<file path="config.mk">
export PLATFORM = sky130hd
export DESIGN_NAME = mem_port_arbiter
export DESIGN_NICKNAME = d
export VERILOG_FILES = /design/src/rtl/mem_arb_pkg.sv /design/src/rtl/arb_lat_cnt.sv /design/src/rtl/mem_port_arbiter.sv
export SDC_FILE = /design/constraint.sdc
export NUM_CORES = 1
export LEC_CHECK = 0
export CORE_UTILIZATION = 40
export CTS_CLUSTER_SIZE = 25
export DETAILED_ROUTE_END_ITERATION = 10
export HOLD_SLACK_MARGIN = 0.06
export PLACE_DENSITY = 0.76
export SYNTH_ARGS = -nofsm -noshare
export SYNTH_HDL_FRONTEND = slang
export SYNTH_SLANG_ARGS = --single-unit
export TNS_END_PERCENT = 10
</file>
<file path="constraint.sdc">
create_clock -name clk -period 3.1 [get_ports clk]
set_input_delay 0.31 -clock clk [delete_from_list [all_inputs] [get_ports clk]]
set_output_delay 0.31 -clock clk [all_outputs]
set_load 0.05 [all_outputs]
</file>
<file path="src/rtl/mem_arb_pkg.sv">
// Shared definitions for the instruction/data memory port arbiter.
// Holds the sequencer state encodings, the grant encoding and the default
// address/data widths used by mem_port_arbiter and its latency counter.
package mem_arb_pkg;

    localparam int ARB_AW = 10;
    localparam int ARB_DW = 32;

    typedef enum logic [1:0] {
        ST_IDLE  = 2'd0,
        ST_ISSUE = 2'd1,
        ST_WAIT  = 2'd2,
        ST_DONE  = 2'd3
    } arb_state_e;

    typedef enum logic {
        GNT_IF = 1'b0,
        GNT_DM = 1'b1
    } arb_gnt_e;

endpackage

</file>
<file path="src/rtl/arb_lat_cnt.sv">
// Memory latency down-counter for the arbiter sequencer.
// Ports:
//   clk   - rising-edge clock
//   rst_n - asynchronous active-low reset (count cleared, zero flag set)
//   load  - load MEM_LAT-1 (issued in the cycle mem_en is high)
//   dec   - decrement while non-zero
//   zero  - registered flag, high when the count is zero
module arb_lat_cnt #(
    parameter int MEM_LAT = 2
) (
    input  logic clk,
    input  logic rst_n,
    input  logic load,
    input  logic dec,
    output logic zero
);

    localparam int CW = (MEM_LAT > 1) ? $clog2(MEM_LAT) : 1;

    logic [CW-1:0] cnt_r;
    logic [CW-1:0] cnt_nxt_s;
    logic          zero_r;

    // Next count: load has priority, decrement never wraps below zero.
    always_comb begin
        cnt_nxt_s = cnt_r;
        if (load) begin
            cnt_nxt_s = CW'(MEM_LAT - 1);
        end else if (dec && (cnt_r != {CW{1'b0}})) begin
            cnt_nxt_s = cnt_r - CW'(1);
        end else begin
            cnt_nxt_s = cnt_r;
        end
    end

    // Count register and its zero flag, registered together so they never disagree.
    always_ff @(posedge clk or negedge rst_n) begin
        if (!rst_n) begin
            cnt_r  <= {CW{1'b0}};
            zero_r <= 1'b1;
        end else begin
            cnt_r  <= cnt_nxt_s;
            zero_r <= (cnt_nxt_s == {CW{1'b0}});
        end
    end

    assign zero = zero_r;

endmodule

</file>
<file path="src/rtl/mem_port_arbiter.sv">
// Shares one single-ported memory between the IF fetch port and the MEM
// load/store port. Each access runs IDLE -> ISSUE -> WAIT -> DONE; the data
// port normally wins ties, but after STARVE_MAX consecutive data grants with a
// fetch waiting the fetch is forced through.
// Ports:
//   clk, reset            - clock, asynchronous active-low reset
//   if_req/if_addr        - fetch request (level) and word address
//   if_rdata/if_ack       - fetched word, one-cycle completion pulse
//   dm_req/dm_we/dm_addr/dm_wdata - data request, store flag, address, store data
//   dm_rdata/dm_ack       - load data, one-cycle completion pulse
//   mem_en/mem_we/mem_addr/mem_wdata - memory strobe and write interface
//   mem_rdata             - memory read data, valid MEM_LAT cycles after mem_en
//   pipe_stall            - high while any request is pending and not acked
module mem_port_arbiter
    import mem_arb_pkg::*;
#(
    parameter int AW         = ARB_AW,
    parameter int DW         = ARB_DW,
    parameter int MEM_LAT    = 2,
    parameter int STARVE_MAX = 3
) (
    input  logic          clk,
    input  logic          reset,
    input  logic          if_req,
    input  logic [AW-1:0] if_addr,
    output logic [DW-1:0] if_rdata,
    output logic          if_ack,
    input  logic          dm_req,
    input  logic          dm_we,
    input  logic [AW-1:0] dm_addr,
    input  logic [DW-1:0] dm_wdata,
    output logic [DW-1:0] dm_rdata,
    output logic          dm_ack,
    output logic          mem_en,
    output logic          mem_we,
    output logic [AW-1:0] mem_addr,
    output logic [DW-1:0] mem_wdata,
    input  logic [DW-1:0] mem_rdata,
    output logic          pipe_stall
);

    localparam int SW = $clog2(STARVE_MAX + 1);

    arb_state_e    state_r;
    arb_state_e    state_nxt_s;
    arb_gnt_e      gnt_r;
    arb_gnt_e      gnt_sel_s;
    logic          we_r;
    logic [SW-1:0] starve_r;
    logic          any_req_s;
    logic          lat_load_s;
    logic          lat_dec_s;
    logic          lat_zero_s;

    logic [DW-1:0] if_rdata_r;
    logic [DW-1:0] dm_rdata_r;
    logic          if_ack_r;
    logic          dm_ack_r;
    logic          mem_en_r;
    logic          mem_we_r;
    logic [AW-1:0] mem_addr_r;
    logic [DW-1:0] mem_wdata_r;

    assign any_req_s = if_req | dm_req;

    arb_lat_cnt #(
        .MEM_LAT (MEM_LAT)
    ) u_lat_cnt (
        .clk   (clk),
        .rst_n (reset),
        .load  (lat_load_s),
        .dec   (lat_dec_s),
        .zero  (lat_zero_s)
    );

    // Grant selection: data port wins ties until the fetch has been passed over STARVE_MAX times.
    always_comb begin
        gnt_sel_s = GNT_DM;
        if (if_req && dm_req) begin
            if (starve_r == SW'(STARVE_MAX)) begin
                gnt_sel_s = GNT_IF;
            end else begin
                gnt_sel_s = GNT_DM;
            end
        end else if (if_req) begin
            gnt_sel_s = GNT_IF;
        end else begin
            gnt_sel_s = GNT_DM;
        end
    end

    // Sequencer next-state and latency counter controls.
    always_comb begin
        state_nxt_s = state_r;
        lat_load_s  = 1'b0;
        lat_dec_s   = 1'b0;
        case (state_r)
            ST_IDLE: begin
                if (any_req_s) begin
                    state_nxt_s = ST_ISSUE;
                end else begin
                    state_nxt_s = ST_IDLE;
                end
            end
            ST_ISSUE: begin
                lat_load_s  = 1'b1;
                state_nxt_s = ST_WAIT;
            end
            ST_WAIT: begin
                if (lat_zero_s) begin
                    state_nxt_s = ST_DONE;
                end else begin
                    lat_dec_s   = 1'b1;
                    state_nxt_s = ST_WAIT;
                end
            end
            ST_DONE: begin
                state_nxt_s = ST_IDLE;
            end
            default: begin
                state_nxt_s = ST_IDLE;
            end
        endcase
    end

    // Sequencer state register.
    always_ff @(posedge clk or negedge reset) begin
        if (!reset) begin
            state_r <= ST_IDLE;
        end else begin
            state_r <= state_nxt_s;
        end
    end

    // Request latch and starvation counter; inputs are only looked at in IDLE.
    always_ff @(posedge clk or negedge reset) begin
        if (!reset) begin
            gnt_r       <= GNT_IF;
            we_r        <= 1'b0;
            starve_r    <= {SW{1'b0}};
            mem_addr_r  <= {AW{1'b0}};
            mem_wdata_r <= {DW{1'b0}};
        end else if ((state_r == ST_IDLE) && any_req_s) begin
            gnt_r <= gnt_sel_s;
            if (gnt_sel_s == GNT_DM) begin
                we_r        <= dm_we;
                mem_addr_r  <= dm_addr;
                mem_wdata_r <= dm_wdata;
                if (if_req && (starve_r != SW'(STARVE_MAX))) begin
                    starve_r <= starve_r + SW'(1);
                end
            end else begin
                we_r       <= 1'b0;
                mem_addr_r <= if_addr;
                starve_r   <= {SW{1'b0}};
            end
        end
    end

    // Registered strobes and acks, decoded from the state being entered.
    always_ff @(posedge clk or negedge reset) begin
        if (!reset) begin
            mem_en_r <= 1'b0;
            mem_we_r <= 1'b0;
            if_ack_r <= 1'b0;
            dm_ack_r <= 1'b0;
        end else begin
            mem_en_r <= (state_nxt_s == ST_ISSUE);
            mem_we_r <= (state_nxt_s == ST_ISSUE) && (gnt_sel_s == GNT_DM) && dm_we;
            if_ack_r <= (state_nxt_s == ST_DONE) && (gnt_r == GNT_IF);
            dm_ack_r <= (state_nxt_s == ST_DONE) && (gnt_r == GNT_DM);
        end
    end

    // Read data capture on the last WAIT cycle; stores leave dm_rdata untouched.
    always_ff @(posedge clk or negedge reset) begin
        if (!reset) begin
            if_rdata_r <= {DW{1'b0}};
            dm_rdata_r <= {DW{1'b0}};
        end else if ((state_r == ST_WAIT) && lat_zero_s) begin
            if (gnt_r == GNT_IF) begin
                if_rdata_r <= mem_rdata;
            end else if (!we_r) begin
                dm_rdata_r <= mem_rdata;
            end
        end
    end

    assign if_rdata   = if_rdata_r;
    assign dm_rdata   = dm_rdata_r;
    assign if_ack     = if_ack_r;
    assign dm_ack     = dm_ack_r;
    assign mem_en     = mem_en_r;
    assign mem_we     = mem_we_r;
    assign mem_addr   = mem_addr_r;
    assign mem_wdata  = mem_wdata_r;
    // Stall must drop in the ack cycle itself, so this stays combinational.
    assign pipe_stall = reset & ((if_req & ~if_ack_r) | (dm_req & ~dm_ack_r));

endmodule

</file>
Word level (Yosys, flattened, before mapping)
Index checks and enable logic that the tools add are counted.
{"block": "totals", "regBits": 118, "in_bits": 89, "out_inout_bits": 111}
{"block": "classes", "n_addsub": 2, "n_eq_ne": 8, "mux": 15, "bitwise": 10, "n_reduce_logical": 14}
{"operator": "$mux W1", "count": 11}
{"operator": "$mux W10", "count": 1}
{"operator": "$logic_and A1 B1 Y1", "count": 9}
{"operator": "$eq A2 B2 Y1 const B", "count": 4}
{"operator": "$pmux W2 S4", "count": 1}
{"operator": "$reduce_and A2 Y1", "count": 3}
{"operator": "$not A1 Y1", "count": 5}
{"operator": "$eq A2 B1 Y1 const B", "count": 2}
{"operator": "$mux W2", "count": 2}
{"operator": "$and A1 B1 Y1", "count": 3}
{"operator": "$reduce_and A3 Y1", "count": 1}
{"operator": "$add A2 B1 Y2 const B", "count": 1}
{"operator": "$logic_not A2 Y1", "count": 1}
{"operator": "$ne A2 B1 Y1 const B", "count": 1}
{"operator": "$ne A2 B2 Y1 const B", "count": 1}
{"operator": "$or A1 B1 Y1", "count": 2}
{"operator": "$sub A1 B1 Y1 const B", "count": 1}

Logic depth before layout (Yosys ltp)
Gate-level depths: netlist of the first run.
{"block": "logic_depth", "depth_word": 6, "depth_mapped": 7, "ltp_nobuf": 5}

Hierarchy
A second synthesis of the first run with hierarchy kept.
{"block": "hier_totals", "cells_unflattened": 311, "hier_area_um2": 4658.2}
{"mod": "mem_port_arbiter", "n_inst": 1, "cells_per_inst": 306, "area_per_inst_um2": 4590.7, "seq_area_each_um2": 2902.8}
{"mod": "arb_lat_cnt", "n_inst": 1, "cells_per_inst": 5, "area_per_inst_um2": 67.6, "seq_area_each_um2": 51.3}

Least setup slack after synthesis of the first run
No wires, ideal clock.
{"block": "synth_path", "path_kind": "reg-to-reg", "start": "register state_r[0]", "end": "register mem_wdata_r[10] (netlist: mem_wdata[10])", "setup_time_ns": 0.125, "arrival_time_ns": 1.503, "required_time_ns": 2.975, "slack_ns": 1.472, "stages_incl_launch_ff": 7, "path_buffers": 1, "path_cell_list": "dfrtp_1 -> inv_1 -> ha_1 -> nand2_1 -> a21oi_2 -> buf_4 -> mux2_2"}
{"block": "synth_via", "elab_chain_len": 3}
{"element": "start, declared", "line": "mem_port_arbiter.sv:44", "text": "arb_state_e state_r;"}
{"element": "start signal, assigned", "line": "mem_port_arbiter.sv:131", "text": "state_r <= state_nxt_s;"}
{"element": "$logic_not A2 Y1", "line": "mem_port_arbiter.sv:143", "text": "end else if ((state_r == ST_IDLE) && any_req_s) begin"}
{"element": "$logic_and A1 B1 Y1", "line": "mem_port_arbiter.sv:143"}
{"element": "$reduce_and A2 Y1 (no source line)"}
{"element": "end signal, assigned", "line": "mem_port_arbiter.sv:142", "text": "mem_wdata_r <= {DW{1'b0}};"}
{"element": "end signal, assigned", "line": "mem_port_arbiter.sv:148", "text": "mem_wdata_r <= dm_wdata;"}
{"element": "end, declared", "line": "mem_port_arbiter.sv:62", "text": "logic [DW-1:0] mem_wdata_r;"}
No other way between the ends.
A chain may end at the register's enable or synchronous reset.

Worst setup path after layout of the first run
{"block": "layout_path", "start": "input port if_req", "end": "output port pipe_stall"}
{"block": "layout_via", "elab_chain_len": 3}
{"element": "start, declared", "line": "mem_port_arbiter.sv:24", "text": "input logic if_req,"}
{"element": "$and A1 B1 Y1", "line": "mem_port_arbiter.sv:198", "text": "assign pipe_stall = reset & ((if_req & ~if_ack_r) | (dm_req & ~dm_ack_r));"}
{"element": "$or A1 B1 Y1", "line": "mem_port_arbiter.sv:198"}
{"element": "$and A1 B1 Y1", "line": "mem_port_arbiter.sv:198"}
{"element": "end, declared", "line": "mem_port_arbiter.sv:39", "text": "output logic pipe_stall"}
No other way between the ends.

==> results.txt, run 1 <==
----------------------------------------------------
[Place]
  Port Buffers ... 199
  Placer Congestion ... 0.749
  Detailed placer's ending HPWL ... 7880 µm

[STA]
  Clock period minus final worst setup slack ... 2230 ps
  Final-layout setup total negative slack ... 0 ps
  Final hold violations ... 0
  Unrepaired setup endpoints after global routing ... false
  Skew final ... 6.61 ps
  Actual slew at the worst max-slew pin ... 946 ps
  Final setup vio count ... 0
  Final clock period utilization by the worst path ... 71.9%
  Highest clock rate ... ~450 MHz
  Slew HR ... 37.0%
  Final Max Tran Viols ... 0

[Clock network]
  Clock-pin transition on the worst setup and hold timing paths ... ~50 ps
  Source-to-sink clock delay at the later pin of the worst-skew pair ... about 400 ps
  Clock root buffer ... clkbuf_16
  Number of resized instances in the post-cts repair step ... 0
  Total clock sinks ... about 120
  CTS tree ... built
  Total clock buffers created by CTS ... 17
  # H-tree levels ... 4
  Worst-case clock buffer depth ... 2
  Quantity of hold-fixing buffers added after cts ... 1
  # Post-CTS Setup Buffers ... 0

[Critical path]
  Crit path kind ... input port to output pin
  Cell count of the worst reg-to-reg path ... 6
  Element type at the critical path start ... input port
  Cell family contributing the most delay on the critical path ... buffers and inverters
  Biggest cell delay along the critical path ... approximately 650 ps
  Buf/Inv on CP ... 4
  Chain of cells forming the critical path ... clkdlybuf4s50_1, buf_4, inv_1, o22ai_1, and2_1, buf_4
  Minimum setup slack among reg-to-reg paths ... between 1000 and 1500 ps
  Reg-to-reg critical path startpoint ... state_r[0]
  Biggest fanout along the worst timing path ... 13
  Required time at the endpoint of the critical path ... 2790 ps
  Slowest cell on the critical path ... clkdlybuf4s50_1
  Data arrival at the endpoint of the critical path ... 1920 ps
  Cell repeated most along the worst path ... buf_4
  Worst reg2reg endpoint ... mem_wdata[21]
  Category of the worst setup path capture point ... output pin

[Synth]
  Most instantiated flip-flop cell in the synthesis netlist ... dfrtp_1
  Asr flop ratio synth ... 100%
  Sequential cell area fraction in the yosys report ... between 60% and 70%
  Synth unique cells ... 30
  Synth cell count leaders ... dfrtp_1 (117), mux2_2 (85), o21ai_0 (17)
  Portion of synthesized cell area occupied by the leading cell type ... a little over three fifths
  Dominant cells by area after synthesis ... dfrtp_1 (63%), mux2_2 (21%), mux2_4 (3.5%), o21ai_0 (1.8%), buf_6 (1.5%)
  Number of storage elements in the synthesis netlist ... 118
  Syn. warnings ... 0
  Net count after synthesis ... 404
  Synth Cell Area ... between 4000 and 5000 µm²
  Most frequent cell after synthesis ... dfrtp_1
  Area leader, netlist ... dfrtp_1
  Synthesized area per cell ... 15.0 µm²
  Gate Count Post-Synth ... 310
  Number of synthesized flops with an enable pin ... 0

[Finish]
  Filler cell count in the final layout ... 834
  Post-layout net count ... 611
  Area occupied by multi-input gates ... about 1600 µm²
  Sequential cell area ... 2950 µm²
  Layout-stage area growth over the synthesis result ... 58.9%
  Number of antenna diodes ... 0
  Share of post-route cells with drive strength above 1 ... 25.7%

[Floorplan]
  Vertical die dimension ... 110 µm
  Starting density of the core ... between 40 and 50%
  Row count ... 39
  Core Footprint ... 11,400 µm²
  Count of pins on the block boundary ... 200
  Area enclosed by the die boundary ... ~12,000 µm²
  Chip Width ... 110 µm

[Global routing]
  Routing layer with the top usage in global route ... met2
  Overall overflow remaining after global route ... 0
  Total GRT Usage ... between 15 and 20%
  Via count of the first global-routing pass ... 3,412
  Met3 demand-to-capacity share in global routing ... between 6 and 7%
  Met2 demand-to-capacity share in global routing ... about a third
  M1 GR Usage ... 23.1%
  Pin count of the biggest net entering global routing ... approximately 120
  Initial antenna violation count ... 0
  Wire length of the first global-routing pass ... 17,400 µm

[Routing]
  TritonRoute pass-1 iters ... 4
  Final wirelength ... 11,200 µm
  Remaining design rule violation count ... 0
  Routed wire length per instance ... 16.6 µm
  DRC marker count from the first detailed-route iteration ... 98
  Count of antenna-violating nets left after detailed routing ... 0
  Via count of the routed design ... 3,309
  Vias per cell ... 4.92

[Min path]
  Hold wc startpoint ... dm_addr[5]
  Destination of the worst hold path ... mem_addr[5]
  Worst hold path type ... input port to flop
  Cells on Worst Hold Path ... 3

[Run status]
  Run status ... completed

[Job]
  Max-capacitance violation count ... 0

----------------------------------------------------
-- per-layer routing --
layer  routed length [µm]  share of wire [%]
met5                    0                  0
met1                 4520                 40
met3                  817                7.3
met2                 5700                 51
met4                  154                1.4
-- area by class of cell --
| type | instances | share of cell area (%) |
|---|---|---|
| inverter | 5 | 0.254 |
| multi-input combinational | 170 | 21.2 |
| timing repair buffer | 205 | 27.7 |
| tap | 143 | 2.42 |
| clock inverter | 10 | 2.03 |
| clock buffer | 22 | 6.42 |
| sequential | 118 | 40.0 |
-- state kept, by name, summed over array words and instances, names as in the netlist --
| name | flops |
|---|---|
| dm_ack | 1 |
| if_rdata | 32 |
| mem_wdata | 32 |
| starve_r | 2 |
| if_ack | 1 |
| mem_addr | 10 |
| mem_we | 1 |
| state_r | 2 |
| dm_rdata | 32 |
| u_lat_cnt.zero | 1 |
| u_lat_cnt.cnt_r | 1 |
| mem_en | 1 |
| gnt_r | 1 |
| we_r | 1 |
-- worst max path at each step --
stage | startpoint | endpoint | cells after the start
after floorplan | state_r[0] | mem_wdata[10] | 6
after global placement | dm_req | mem_wdata[18] | 5
after detailed placement | dm_req | mem_wdata[21] | 5
after CTS | if_req | pipe_stall | 6
after global routing | if_req | pipe_stall | 6
final | if_req | pipe_stall | 6
-- logic make-up after synthesis --
logic type | share of synthesized area, %
adder cells (fa/ha/maj) | 1.34
flip-flops | 63.5
AO/OA/AOI/OAI | 5.38
buffers and inverters | 2.96
multiplexers | 24.1
AND/OR/NAND/NOR | 2.72
-- worst min-delay path: cells and delay by family --
family | cells | cell delay, ps
buffers and inverters | 1 | 390
AO/OA/AOI/OAI | 2 | 130
-- layout by cell type (no fill, tap or decap), drive strengths merged, types with 6 or more instances in the layout --
| master | synthesis | final |
|---|---|---|
| dfrtp | 117 | 117 |
| nor2 | 10 | 10 |
| mux2 | 96 | 96 |
| clkinv | 0 | 6 |
| clkdlybuf4s50 | 0 | 197 |
| o21ai | 17 | 17 |
| a31oi | 10 | 10 |
| clkbuf | 4 | 22 |
| a21oi | 11 | 11 |
| buf | 13 | 7 |
-- per-stage QoR --
step                std cells  util [%]  instance area, µm²  worst slack [ps]  hold slack [ps]
floorplan                 310         -                4650              1470             14.4
global placement          640      59.4                6760               915              460
detailed placement        640      59.4                6760               853              464
CTS                       673      65.0                7390               908              447
global route              673      65.0                7390               781              464
finish                    673      65.0                7390               871              470
Power of run 1 is left out: the tool's default activity adds up to more than one toggle a clock period on the data nets, which glitch-free logic cannot reach.
==> run 2, diff against run 1 <==
Clock period 3.1 ns to 2.2 ns, I/O delays scaled along.
==> run 2 against run 1 <==
Against the previous run: count of clock-buffer cells in the layout down 3; die area unchanged; critical path type unchanged; cell count increased by 0.45%.
==> results.txt, run 2 (synthesized netlist as in run 1, its figures left out) <==
----------------------------------------------------
[STA]
  Final setup vio count ... 0 (unchanged)
  Final-layout setup total negative slack ... 0 ps (unchanged)
  Skew final ... 9.02 ps (+2.41 ps)
  Highest clock rate ... 532 MHz
  Final Max Tran Viols ... 0 (unchanged)
  Final clock period utilization by the worst path ... 85.5%
  Clock period minus final worst setup slack ... between 1500 and 2000 ps
  Final hold violations ... 0 (unchanged)
  Actual slew at the worst max-slew pin ... 638 ps (-308 ps)
  Slew HR ... 57.5% (+21 points)
  Unrepaired setup endpoints after global routing ... false

[Routing]
  TritonRoute pass-1 iters ... 6 (+2)
  Vias per cell ... 4.92 (about the same)
  Via count of the routed design ... 3,325 (+0.48%)
  Routed wire length per instance ... 16.8 µm (+0.80%)
  Final wirelength ... 11,300 µm (+1.3%)
  Count of antenna-violating nets left after detailed routing ... 0 (unchanged)
  Remaining design rule violation count ... 0 (unchanged)
  DRC marker count from the first detailed-route iteration ... 136 (+39%)

[Finish]
  Layout-stage area growth over the synthesis result ... 60.0%
  Number of antenna diodes ... 0 (unchanged)
  Post-layout net count ... 614 (+0.49%)
  Commonest non-fill, non-tap cells in the layout ... clkdlybuf4s50_1 (197), dfrtp_1 (117), mux2_2 (85)
  Share of post-route cells with drive strength above 1 ... 26.5% (+0.79 points)
  Most common library cell in the layout ignoring fill and taps ... clkdlybuf4s50_1

[Clock network]
  Total clock sinks ... 118 (unchanged)
  Source-to-sink clock delay at the later pin of the worst-skew pair ... 410 ps (about the same)
  CTS tree ... built
  Clock-pin transition on the worst setup and hold timing paths ... 60 ps (about the same)
  # H-tree levels ... 4 (unchanged)
  Worst-case clock buffer depth ... 2 (unchanged)
  Total clock buffers created by CTS ... 17 (unchanged)
  Clock root buffer ... clkbuf_16

[Place]
  Detailed placer's ending HPWL ... 7850 µm (-0.36%)
  Placer Congestion ... 0.757 (+1.0%)
  Port Buffers ... 199 (unchanged)

[Job]
  Max-capacitance violation count ... 0 (unchanged)

[Global routing]
  Overall overflow remaining after global route ... 0 (unchanged)
  Via count of the first global-routing pass ... 3,458 (+1.3%)
  Total GRT Usage ... 19.4% (-0.21 points)
  Wire length of the first global-routing pass ... 17,300 µm (-0.71%)
  Pin count of the biggest net entering global routing ... 119 (unchanged)
  Initial antenna violation count ... 0 (unchanged)

[Critical path]
  Crit path kind ... input port to output pin
  Biggest cell delay along the critical path ... 650 ps (about the same)
  Slowest cell on the critical path ... clkdlybuf4s50_1
  Biggest fanout along the worst timing path ... 13 (unchanged)
  Required time at the endpoint of the critical path ... 1980 ps (-810 ps)
  Chain of cells forming the critical path ... clkdlybuf4s50_1, inv_1, o22ai_1, and2_1, buf_12
  Buf/Inv on CP ... 3 (-1)
  Cell family contributing the most delay on the critical path ... buffers and inverters
  Element type at the critical path start ... input port
  Data arrival at the endpoint of the critical path ... 1660 ps (-260 ps)
  Category of the worst setup path capture point ... output pin

[Floorplan]
  Chip Width ... 110 µm (unchanged)
  Count of pins on the block boundary ... 200 (unchanged)
  Vertical die dimension ... 110 µm (unchanged)
  Starting density of the core ... 40.9% (unchanged)
  Row count ... 39 (unchanged)
  Core Footprint ... 11,400 µm² (unchanged)
  Area enclosed by the die boundary ... 12,100 µm² (unchanged)

[Min path]
  Worst hold path type ... input port to flop

[Run status]
  Run status ... completed

----------------------------------------------------
==> run 2: repair_timing <==
item / in CTS / in global routing
resized for setup: 0 / 0
endpoints found under the hold margin: 117 / 0
hold buffers: 1 / 0
buffers inserted: 0 / 0
==> run 2: cell type report <==
type / instances / area, µm²
clock buffers: 19 / 453
flip-flops and latches: 118 / 2950
fillers: 846 / 3920
well taps: 143 / 179
repair buffers: 208 / 2090
clock inverters: 13 / 179
inverters: 5 / 18.8
multi-input cells: 170 / 1570
==> run 2: layer usage <==
metal | routed length (µm) | global-route usage [%]
met1 | 4660 | 22.9
met2 | 5550 | 31.1
met3 | 925 | 7.71
met4 | 197 | 8.29
met5 | 0 | 0
==> run 2: tightest hold or removal path, delay by kind of cell <==
kind | cells | cell delay (ps)
compound gates | 2 | 130
buf+inv | 1 | 400
==> run 2: through the flow <==
step / utilization, % / setup WS (ps) / cell area, µm² / cells / hold WS (ps)
floorplan: - / 572 / 4650 / 310 / -75.6
global placement: 59.9 / 360 / 6810 / 643 / 408
detailed placement: 59.9 / 298 / 6810 / 643 / 422
CTS: 65.5 / 347 / 7450 / 676 / 363
global route: 65.5 / 253 / 7450 / 676 / 394
finish: 65.5 / 319 / 7450 / 676 / 380
==> run 2: worst paths after layout <==
kind	startpoint	end	slack (ps)	depth (start not counted)
worst max-delay path	if_req	pipe_stall	320	5
worst min-delay path	dm_addr[5]	mem_addr[5]	380	3
worst max register to register	state_r[0]	mem_wdata[12]	400	6
worst min register to register	u_lat_cnt.cnt_r	u_lat_cnt.cnt_r	480	1
max in group asynchronous	reset	mem_wdata[31]	1200	3
min in group asynchronous	reset	dm_rdata[27]	510	3
Power of run 2 is left out for the same reason.
==> run 3, diff against run 2 <==
Settings changed: GPL_TIMING_DRIVEN from default to 0.
Clock period 2.2 ns to 1.94 ns, I/O delays scaled along.
==> run 3 against run 2 <==
Against the previous run: the flow now finishes with violations (negative hold slack); sequential share of layout area up 0.13 points; clock skew down 0.66 ps; count of clock-buffer cells in the layout up 4; global-route usage about the same; non-clock buffer count up 8; die area unchanged; via count up 1.8%; largest cell class unchanged.
==> results.txt, run 3 (synthesized netlist as in run 1, its figures left out) <==
----------------------------------------------------
[Run status]
  Run status ... finished with violations
  Failing checks ... negative hold slack

[Routing]
  TritonRoute pass-1 iters ... 4 (-2)
  Final wirelength ... 11,100 µm (-2.1%)
  Routed wire length per instance ... 16.2 µm (-3.2%)
  Vias per cell ... 4.95 (+0.64%)
  Via count of the routed design ... 3,386 (+1.8%)
  Remaining design rule violation count ... 0 (unchanged)
  DRC marker count from the first detailed-route iteration ... 69 (-49%)
  Count of antenna-violating nets left after detailed routing ... 0 (unchanged)

[Place]
  Detailed placer's ending HPWL ... 8140 µm (+3.7%)
  Port Buffers ... 198 (-0.50%)
  Placer Congestion ... 0.723 (-4.5%)
  DP Area ... 6840 µm² (+0.55%)

[Min path]
  Worst hold path type ... input port to asynchronous set/reset pin

[Floorplan]
  Area enclosed by the die boundary ... 12,100 µm² (unchanged)
  Core Footprint ... 11,400 µm² (unchanged)
  Vertical die dimension ... 110 µm (unchanged)
  Row count ... 39 (unchanged)
  Chip Width ... 110 µm (unchanged)
  Count of pins on the block boundary ... 200 (unchanged)
  Starting density of the core ... 40.9% (unchanged)

[Critical path]
  Required time at the endpoint of the critical path ... 2230 ps (+250 ps)
  Category of the worst setup path capture point ... flop
  Minimum setup slack among reg-to-reg paths ... 120 ps (-280 ps)
  Biggest fanout along the worst timing path ... 10 (-3)
  Reg-to-reg critical path startpoint ... state_r[1]
  Cell count of the worst reg-to-reg path ... 6 (unchanged)
  Crit path kind ... flop to flop
  Data arrival at the endpoint of the critical path ... 2110 ps (+450 ps)
  Element type at the critical path start ... flop
  Worst reg2reg endpoint ... mem_wdata[31]

[Clock network]
  Total clock buffers created by CTS ... 17 (unchanged)
  Clock-pin transition on the worst setup and hold timing paths ... 50 ps (about the same)
  Clock root buffer ... clkbuf_16
  # Post-CTS Setup Buffers ... 0 (unchanged)
  CTS tree ... built
  Total clock sinks ... 118 (unchanged)
  # H-tree levels ... 4 (unchanged)
  Worst-case clock buffer depth ... 2 (unchanged)
  Source-to-sink clock delay at the later pin of the worst-skew pair ... 410 ps (about the same)

[Global routing]
  Wire length of the first global-routing pass ... 17,200 µm (-0.16%)
  Initial antenna violation count ... 0 (unchanged)
  Via count of the first global-routing pass ... 3,500 (+1.2%)
  Pin count of the biggest net entering global routing ... 62 (-48%)
  Total GRT Usage ... 19.3% (-0.039 points)
  Overall overflow remaining after global route ... 0 (unchanged)

[Finish]
  Final standard cell utilization of the core ... 65.3% (-0.22 points)
  Share of post-route cells with drive strength above 1 ... 26.8% (+0.35 points)
  Commonest non-fill, non-tap cells in the layout ... clkdlybuf4s50_1 (196), dfrtp_1 (117), mux2_2 (85)
  Filler cell count in the final layout ... 901 (+6.5%)
  Number of antenna diodes ... 0 (unchanged)
  Post-layout net count ... 622 (+1.3%)
  Post-Layout Inst Area ... 7420 µm² (-0.34%)
  Layout-stage area growth over the synthesis result ... 59.5%
  Most common library cell in the layout ignoring fill and taps ... clkdlybuf4s50_1

[STA]
  Final hold violations ... 58 (+58)
  Final Max Tran Viols ... 0 (unchanged)
  Clock period minus final worst setup slack ... 1820 ps
  Unrepaired setup endpoints after global routing ... false
  Worst Hold Margin ... -288 ps (-668 ps)
  Final clock period utilization by the worst path ... around 94%
  Final-layout setup total negative slack ... 0 ps (unchanged)
  Slew HR ... 63.4% (+6.0 points)
  Skew final ... 8.36 ps (-0.659 ps)
  Final setup vio count ... 0 (unchanged)
  Highest clock rate ... 548 MHz
  Actual slew at the worst max-slew pin ... 547 ps (-91.2 ps)

[Job]
  Max-capacitance violation count ... 0 (unchanged)

----------------------------------------------------
## run 3: metal layers
metal | share of wire (%) | routed length [µm] | GRT usage, %
met3 | 7.3 | 815 | 6.88
met4 | 1.4 | 158 | 8.00
met5 | 0 | 0 | 0
met2 | 51 | 5660 | 32.4
met1 | 40 | 4470 | 22.4
## run 3: timing repair
| item | in CTS | in global routing |
|---|---|---|
| pin swaps | 0 | 0 |
| resized for setup | 2 | 2 |
| setup endpoints to repair | 1 | 1 |
| hold endpoints to repair | 58 | 58 |
## run 3: worst max path at each step
stage / startpoint / end / cells past startpoint
floorplan: state_r[0] / mem_wdata[10] / 6
global placement: reset / pipe_stall / 3
detailed placement: reset / pipe_stall / 4
CTS: reset / pipe_stall / 4
global route: state_r[1] / mem_wdata[9] / 6
finish: state_r[1] / mem_wdata[31] / 6
## run 3: worst max-delay path, cell delays in order, from the launching register on
cell and delay (ps):
dfrtp_1 380, inv_1 100, ha_1 220, nand2_1 80, a21oi_2 310, buf_4 270
mux2_2 360
## run 3: stage by stage
| step | cells | setup WS [ps] |
|---|---|---|
| after floorplan | 310 | 312 |
| after global placement | 651 | -3990 |
| after CTS | 684 | 54.5 |
| after global routing | 684 | 22.9 |
| after detailed placement | 652 | -305 |
| final | 684 | 115 |
## run 3: final cells by class
cell class | instances | area (µm²) | area share (%)
Multi-Input combinational cell | 170 | 1560 | 21.0
Clock buffer | 23 | 508 | 6.84
Inverter | 5 | 18.8 | 0.253
Sequential cell | 118 | 2950 | 39.8
Clock inverter | 9 | 72.6 | 0.978
Buffer | 17 | 119 | 1.60
Tap cell | 143 | 179 | 2.41
Timing Repair Buffer | 199 | 2010 | 27.1
Power of run 3 is left out for the same reason.
